==> src/rtl/conv1d_pool_stream.sv <==
// Streaming Conv1D -> optional ReLU -> MaxPool stage with valid/ready on input and output.
// Build option CONV1D_POOL_SAT_EN: saturate the per-channel result instead of two's-complement wrap.
module conv1d_pool_stream #(
  parameter int IN_LEN = 784,
  parameter int IN_CH  = 1,
  parameter int OUT_CH = 4,
  parameter int KERNEL = 5,
  parameter int POOL   = 4,
  parameter int BITS   = 31,
  parameter int FRAC   = 16,
  localparam int CH_W  = (OUT_CH > 1) ? $clog2(OUT_CH) : 1,
  localparam int IDX_W = (IN_LEN > 1) ? $clog2(IN_LEN) : 1
) (
  input  logic                                   clk,
  input  logic                                   rst,
  input  logic                                   start,
  input  logic                                   act_en,
  input  logic                                   in_valid,
  output logic                                   in_ready,
  input  logic [BITS:0]                          in_data,
  input  logic [OUT_CH*IN_CH*KERNEL*(BITS+1)-1:0] weights,
  input  logic [OUT_CH*(BITS+1)-1:0]             bias,
  output logic                                   out_valid,
  input  logic                                   out_ready,
  output logic [BITS:0]                          out_data,
  output logic [CH_W-1:0]                        out_ch,
  output logic [IDX_W-1:0]                       out_idx,
  output logic                                   busy,
  output logic                                   frame_done
);

  localparam int W     = BITS + 1;
  localparam int AW    = 2 * W;
  localparam int NW    = OUT_CH * IN_CH * KERNEL;
  localparam int POS_W = $clog2(IN_LEN + 1);
  localparam int C_W   = (IN_CH > 1) ? $clog2(IN_CH) : 1;
  localparam int K_W   = (KERNEL > 1) ? $clog2(KERNEL) : 1;
  localparam int P_W   = (POOL > 1) ? $clog2(POOL) : 1;
  localparam int WI_W  = (NW > 1) ? $clog2(NW) : 1;

  typedef enum logic [2:0] {IDLE, FILL, MAC, FIN, EMIT, DONE} state_t;
  state_t state, state_nxt;

  logic                act_q;
  logic [POS_W-1:0]    pos;
  logic [C_W-1:0]      c_in, c_cnt;
  logic [K_W-1:0]      k_cnt;
  logic [CH_W-1:0]     o_cnt;
  logic [P_W-1:0]      pc;
  logic [IDX_W-1:0]    grp;
  logic signed [W-1:0] stage [IN_CH];
  logic signed [W-1:0] win [KERNEL][IN_CH];
  logic signed [W-1:0] mx [OUT_CH];
  logic signed [AW-1:0] acc;

  logic signed [W-1:0] w_arr [NW];
  logic signed [W-1:0] b_arr [OUT_CH];

  always_comb begin
    for (int i = 0; i < NW; i++) w_arr[i] = weights[i*W +: W];
    for (int i = 0; i < OUT_CH; i++) b_arr[i] = bias[i*W +: W];
  end

  function automatic logic signed [W-1:0] max_init(input logic relu);
    return relu ? '0 : {1'b1, {BITS{1'b0}}};
  endfunction

  logic last_beat, last_tap, last_ch, last_pool, frame_in;
  assign last_beat = in_valid && (c_in == C_W'(IN_CH - 1));
  assign last_tap  = (k_cnt == K_W'(KERNEL - 1)) && (c_cnt == C_W'(IN_CH - 1));
  assign last_ch   = (o_cnt == CH_W'(OUT_CH - 1));
  assign last_pool = (pc == P_W'(POOL - 1));
  assign frame_in  = (pos == POS_W'(IN_LEN));

  logic [WI_W-1:0]      w_idx;
  logic signed [W-1:0]  tap_x, tap_w, red;
  logic signed [AW-1:0] prod, sum, act;

  assign w_idx = WI_W'((int'(o_cnt) * IN_CH + int'(c_cnt)) * KERNEL + int'(k_cnt));
  assign tap_x = win[k_cnt][c_cnt];
  assign tap_w = w_arr[w_idx];
  assign prod  = $signed({{W{tap_x[W-1]}}, tap_x}) * $signed({{W{tap_w[W-1]}}, tap_w});
  assign sum   = acc + $signed({{W{b_arr[o_cnt][W-1]}}, b_arr[o_cnt]});
  assign act   = (act_q && sum[AW-1]) ? '0 : sum;

`ifdef CONV1D_POOL_SAT_EN
  // In range exactly when every bit above BITS matches the sign.
  always_comb begin
    if (act[AW-1:BITS] == '0 || act[AW-1:BITS] == '1) red = W'(act);
    else red = act[AW-1] ? {1'b1, {BITS{1'b0}}} : {1'b0, {BITS{1'b1}}};
  end
`else
  assign red = W'(act);
`endif

  always_ff @(posedge clk or posedge rst) begin
    if (rst) state <= IDLE;
    else     state <= state_nxt;
  end

  always_comb begin
    state_nxt  = state;
    in_ready   = 1'b0;
    out_valid  = 1'b0;
    out_data   = '0;
    out_ch     = '0;
    out_idx    = '0;
    busy       = (state != IDLE);
    frame_done = 1'b0;
    case (state)
      IDLE: if (start) state_nxt = FILL;
      FILL: begin
        in_ready = 1'b1;
        if (last_beat && pos >= POS_W'(KERNEL - 1)) state_nxt = MAC;
      end
      MAC: if (last_tap) state_nxt = FIN;
      FIN: begin
        if (!last_ch)       state_nxt = MAC;
        else if (last_pool) state_nxt = EMIT;
        else if (frame_in)  state_nxt = DONE;
        else                state_nxt = FILL;
      end
      EMIT: begin
        out_valid = 1'b1;
        out_data  = mx[o_cnt];
        out_ch    = o_cnt;
        out_idx   = grp;
        if (out_ready && last_ch) state_nxt = frame_in ? DONE : FILL;
      end
      DONE: begin
        frame_done = 1'b1;
        state_nxt  = IDLE;
      end
      default: state_nxt = IDLE;
    endcase
  end

  always_ff @(posedge clk or posedge rst) begin
    if (rst) begin
      act_q <= 1'b0;
      pos   <= '0;
      c_in  <= '0;
      c_cnt <= '0;
      k_cnt <= '0;
      o_cnt <= '0;
      pc    <= '0;
      grp   <= '0;
      acc   <= '0;
      for (int c = 0; c < IN_CH; c++) stage[c] <= '0;
      for (int k = 0; k < KERNEL; k++)
        for (int c = 0; c < IN_CH; c++) win[k][c] <= '0;
      for (int o = 0; o < OUT_CH; o++) mx[o] <= '0;
    end else begin
      case (state)
        IDLE: if (start) begin
          act_q <= act_en;
          pos   <= '0;
          c_in  <= '0;
          c_cnt <= '0;
          k_cnt <= '0;
          o_cnt <= '0;
          pc    <= '0;
          grp   <= '0;
          acc   <= '0;
          for (int o = 0; o < OUT_CH; o++) mx[o] <= max_init(act_en);
        end
        FILL: if (in_valid) begin
          stage[c_in] <= in_data;
          if (last_beat) begin
            // Whole position gathered: shift window, oldest position at index 0.
            c_in <= '0;
            pos  <= pos + POS_W'(1);
            for (int k = 0; k < KERNEL - 1; k++) win[k] <= win[k+1];
            for (int c = 0; c < IN_CH; c++)
              win[KERNEL-1][c] <= (c == IN_CH - 1) ? in_data : stage[c];
          end else begin
            c_in <= c_in + C_W'(1);
          end
        end
        MAC: begin
          acc <= acc + (prod >>> FRAC);
          if (k_cnt == K_W'(KERNEL - 1)) begin
            k_cnt <= '0;
            c_cnt <= last_tap ? '0 : c_cnt + C_W'(1);
          end else begin
            k_cnt <= k_cnt + K_W'(1);
          end
        end
        FIN: begin
          acc <= '0;
          if (red > mx[o_cnt]) mx[o_cnt] <= red;
          if (last_ch) begin
            o_cnt <= '0;
            pc    <= last_pool ? '0 : pc + P_W'(1);
          end else begin
            o_cnt <= o_cnt + CH_W'(1);
          end
        end
        EMIT: if (out_ready) begin
          if (last_ch) begin
            o_cnt <= '0;
            grp   <= grp + IDX_W'(1);
            for (int o = 0; o < OUT_CH; o++) mx[o] <= max_init(act_q);
          end else begin
            o_cnt <= o_cnt + CH_W'(1);
          end
        end
        default: ;
      endcase
    end
  end

endmodule

==> config.mk <==
export PLATFORM = sky130hd
export DESIGN_NAME = conv1d_pool_stream
export DESIGN_NICKNAME = d
export VERILOG_FILES = /design/src/rtl/conv1d_pool_stream.sv
export SDC_FILE = /design/constraint.sdc
export NUM_CORES = 2
export LEC_CHECK = 0
export CELL_PAD_IN_SITES_DETAIL_PLACEMENT = 0
export CELL_PAD_IN_SITES_GLOBAL_PLACEMENT = 1
export CORE_MARGIN = 2
export CORE_UTILIZATION = 40
export DETAILED_ROUTE_END_ITERATION = 12
export MAX_ROUTING_LAYER = met4
export PLACE_DENSITY_LB_ADDON = 0.1
export SETUP_SLACK_MARGIN = 0.4
export SYNTH_ARGS = -nofsm -noshare
export SYNTH_HDL_FRONTEND = slang
export SYNTH_SLANG_ARGS = --single-unit
==> constraint.sdc <==
create_clock -name clk -period 14.2 [get_ports clk]
set_input_delay 2.13 -clock clk [delete_from_list [all_inputs] [get_ports clk]]
set_output_delay 2.13 -clock clk [all_outputs]
set_load 0.005 [all_outputs]
==> results_dict.tcl <==
set metrics [dict create \
    syn_nets 8899 \
    dp_hpwl_um 226000 \
    r2r-start "o_cnt[0]" \
    die_w_um 402 \
    postRouteAntennaNets 0 \
    path_common_cell "fa_1" \
    final_util 0.513 \
    clk_path_buf_depth 3 \
    cap_viol_max_count 0 \
    syn_area_sq_mm 0.0635 \
    avgSynthCellArea_sq_um 9.55 \
    syn_to_final_growth_pct 27.7 \
    syn-instance-count 6644 \
    cts_hold_buf 0 \
    status "completed" \
    coreArea_sq_mm 0.158 \
    crit_path_start_kind "primary input" \
    hp-class "flop to flop" \
    worst_hold_path.endpoint "win[159]" \
    setup_viol 0 \
    die_h_um 402 \
    grt_util_all_layers 0.341 \
    layout_worst_path_cycle_share 0.947 \
    grt_max_degree 114 \
    gp_congestion 0.996 \
    worstPathRequired_ns 14.60 \
    endpoint_kind "flop" \
    num_rows 146 \
    fin_skew_ns 0.0354 \
    ys_types 75 \
    fin_setup_tns_ns 0 \
    yosysSeqAreaShare 0.152 \
    start_util 0.402 \
    slowest_delay_ns 0.57 \
    regArea_sq_mm 0.00965 \
    reg2reg_slack_ns 0.81 \
    timing.slew.headroom 0.203 \
    cp_slowest_cell "fa_1" \
    whs_path_depth 2 \
    multi_input_area_sq_mm 0.0497 \
    hold_start "win[159]" \
    drive_gt1_frac 0.137 \
    h-tree-depth 2 \
    cts_tree "done" \
    crit_type "primary input to flop" \
    clk_pin_slew_worst_paths_ns 0.07 \
    yosys_warnings 0 \
    clock-sinks 385 \
    synthXorXnorAreaFrac 0.0221 \
    antenna_found_initial 62 \
    layout.nets 9968 \
    dr.pass1.iters 6 \
    synth_edf_count 0 \
    grt_pass1_wl_um 388000 \
    rsz0062_at_grt "false" \
    async_flop_share 1.00 \
    ys_ff_latch 385 \
    cts-buffers-inserted 39 \
    synth_top_family_by_area "adder cells" \
    worst_skew_pair.late_latency_ns 0.58 \
    ios 854 \
    synthMuxAreaShare 0.102 \
    hold_viol_final 0 \
    synthAdderAreaFrac 0.414 \
    r2r_cells 56 \
    drtIter0Drc 4679 \
    grt_pass1_vias 55800 \
    route.detailed.drc 0 \
    drv_slew 0 \
    tightest_slew_ns 1.19 \
    max_freq_ghz 0.0743 \
    drt-total-wl_um 272000 \
    vias 53800 \
    r2r-end "acc[52]" \
    clock-root-buffer "clkbuf_16" \
    synth_compound_area_frac 0.0866 \
    period_needed_ns 13.45 \
    synth_ff_type "dfrtp_1" \
    fillers 14600 \
    port_buffers 853 \
    path_max_fanout 11 \
    gr-total-overflow 0 \
    arrival_ns 13.85 \
    wl_per_cell_um 27.6 \
    synthSimpleGateAreaFrac 0.139 \
    via_per_inst 5.47 \
    die-area_sq_mm 0.162 \
    cp-startpoint "weights[70]" \
]
[synth_stat cells, types with 8 or more instances]
library cell | number | share of area
fa_1 | 1085 | 0.34
inv_1 | 1025 | 0.061
nand2_1 | 1000 | 0.059
nor2_1 | 659 | 0.039
dfrtp_1 | 385 | 0.15
ha_1 | 364 | 0.072
clkbuf_1 | 306 | 0.018
mux4_2 | 235 | 0.083
a21oi_1 | 204 | 0.016
o21ai_0 | 117 | 0.0092
nand2b_1 | 109 | 0.011
a21o_1 | 107 | 0.013
a22o_1 | 98 | 0.014
xnor2_1 | 98 | 0.014
mux2i_1 | 92 | 0.015
and2_1 | 79 | 0.0078
xor2_1 | 60 | 0.0083
o22ai_1 | 49 | 0.0048
buf_1 | 42 | 0.0025
nor2b_1 | 41 | 0.0040
nand4_1 | 38 | 0.0037
nor3_1 | 38 | 0.0030
o21bai_1 | 36 | 0.0043
o22a_1 | 36 | 0.0050
and3_1 | 32 | 0.0032
nand3_1 | 30 | 0.0024
buf_2 | 27 | 0.0021
a31oi_1 | 26 | 0.0026
mux2_2 | 23 | 0.0041
o21a_1 | 22 | 0.0026
a32o_1 | 18 | 0.0028
o21ai_1 | 16 | 0.0013
or2_2 | 16 | 0.0016
o2bb2ai_1 | 15 | 0.0021
or3_1 | 11 | 0.0011
nor4_1 | 9 | 0.00089
o31ai_1 | 9 | 0.0011
a211oi_1 | 8 | 0.00095
[per-layer routing]
layer | up-vias | GRT usage | part of all wire
met2 | 1963 | 0.522 | 0.46
met5 | - | - | 0
li1 | 23500 | - | -
met1 | 28100 | 0.468 | 0.43
met3 | 318 | 0.0530 | 0.076
met4 | 0 | 0.103 | 0.038
[per-stage QoR]
| step | hold slack, ns | std cells | setup WS (ns) | cell area (sq um) |
|---|---|---|---|---|
| finish | 0.472 | 9846 | 0.750 | 81000 |
| global route | 0.501 | 9838 | 0.398 | 81000 |
| CTS | 0.477 | 9743 | 0.409 | 79400 |
| detailed placement | 0.461 | 9652 | -0.161 | 77700 |
| global placement | 0.456 | 9652 | -0.158 | 77700 |
| floorplan | 0.445 | 6644 | 0.504 | 63500 |
[registers in the layout, summed over array words and instances (netlist names)]
| signal | flops |
|---|---|
| pos | 10 |
| pc | 2 |
| c_cnt | 1 |
| act_q | 1 |
| c_in | 1 |
| grp | 10 |
| acc | 64 |
| mx | 128 |
| win | 160 |
| k_cnt | 3 |
| o_cnt | 2 |
| state | 3 |
[cell type report]
class | instances | area share
multi-input cells | 4855 | 0.614
inverters | 1025 | 0.0476
flip-flops and latches | 385 | 0.119
clock buffers | 51 | 0.0132
well taps | 2072 | 0.0320
repair buffers | 1407 | 0.170
diodes | 31 | 0.000957
clock inverters | 20 | 0.00321
[repair_timing]
| action | CTS | global route |
|---|---|---|
| pin swaps | 8 | 70 |
| buffers inserted | 18 | 65 |
| gates cloned | 2 | 7 |
| gates resized for setup | 29 | 142 |
| setup endpoints to repair | 12 | 31 |
[critical path, delay by kind of cell]
kind                       cells  cell delay, ns
xor gates and xnor gates       2            0.46
muxes                          2            0.98
AOI/OAI and AO/OA             16            2.76
adders and majority gates     10            4.64
buffers and inverters         11            1.83
and+or+nand+nor                5            1.02
[cell usage in the layout (no fill, tap or decap), types with 16 or more instances in the layout]
| cell type | synthesis | layout |
|---|---|---|
| nand4_1 | 38 | 38 |
| nand2_1 | 1000 | 996 |
| o22ai_1 | 49 | 23 |
| inv_1 | 1025 | 1023 |
| o22ai_4 | 0 | 18 |
| clkbuf_16 | 0 | 47 |
| buf_4 | 4 | 459 |
| o21ai_1 | 16 | 17 |
| mux2i_1 | 92 | 90 |
| o21ai_0 | 117 | 109 |
| xor2_1 | 60 | 58 |
| nand3_1 | 30 | 29 |
| o22a_1 | 36 | 34 |
| and3_1 | 32 | 31 |
| mux2_2 | 23 | 22 |
| o21a_1 | 22 | 22 |
| buf_12 | 0 | 61 |
| nor3_1 | 38 | 34 |
| and2_1 | 79 | 78 |
| fa_1 | 1085 | 1072 |
| nand2b_1 | 109 | 107 |
| or2_2 | 16 | 16 |
| a32o_1 | 18 | 18 |
| nor2_1 | 659 | 655 |
| a22o_1 | 98 | 98 |
| diode_2 | 0 | 31 |
| ha_1 | 364 | 353 |
| clkdlybuf4s50_1 | 0 | 852 |
| a21oi_1 | 204 | 176 |
| a21o_1 | 107 | 107 |
| nor2b_1 | 41 | 40 |
| xnor2_1 | 98 | 95 |
| dfrtp_1 | 385 | 380 |
| o21bai_1 | 36 | 33 |
| mux4_2 | 235 | 235 |
| a21oi_2 | 0 | 23 |
[cell families (layout without fill, tap and decap cells)]
group	after synthesis	count (layout)
xor gates and xnor gates	159	159
buffers and inverters	1404	2503
adders and majority gates	1449	1449
AOI/OAI and AO/OA	812	812
and+or+nand+nor	2084	2084
muxes	351	351
other	0	31
DFF	385	385
[worst max-delay path by stage]
stage	endpoint	cells past startpoint
after global routing	acc[62]	52
after floorplan	acc[61]	52
final	acc[52]	46
after detailed placement	acc[62]	49
after CTS	acc[61]	54
after global placement	acc[62]	49
Power is not shown: default switching activity piles up to over one toggle a cycle in this logic, so the estimate is an artifact.
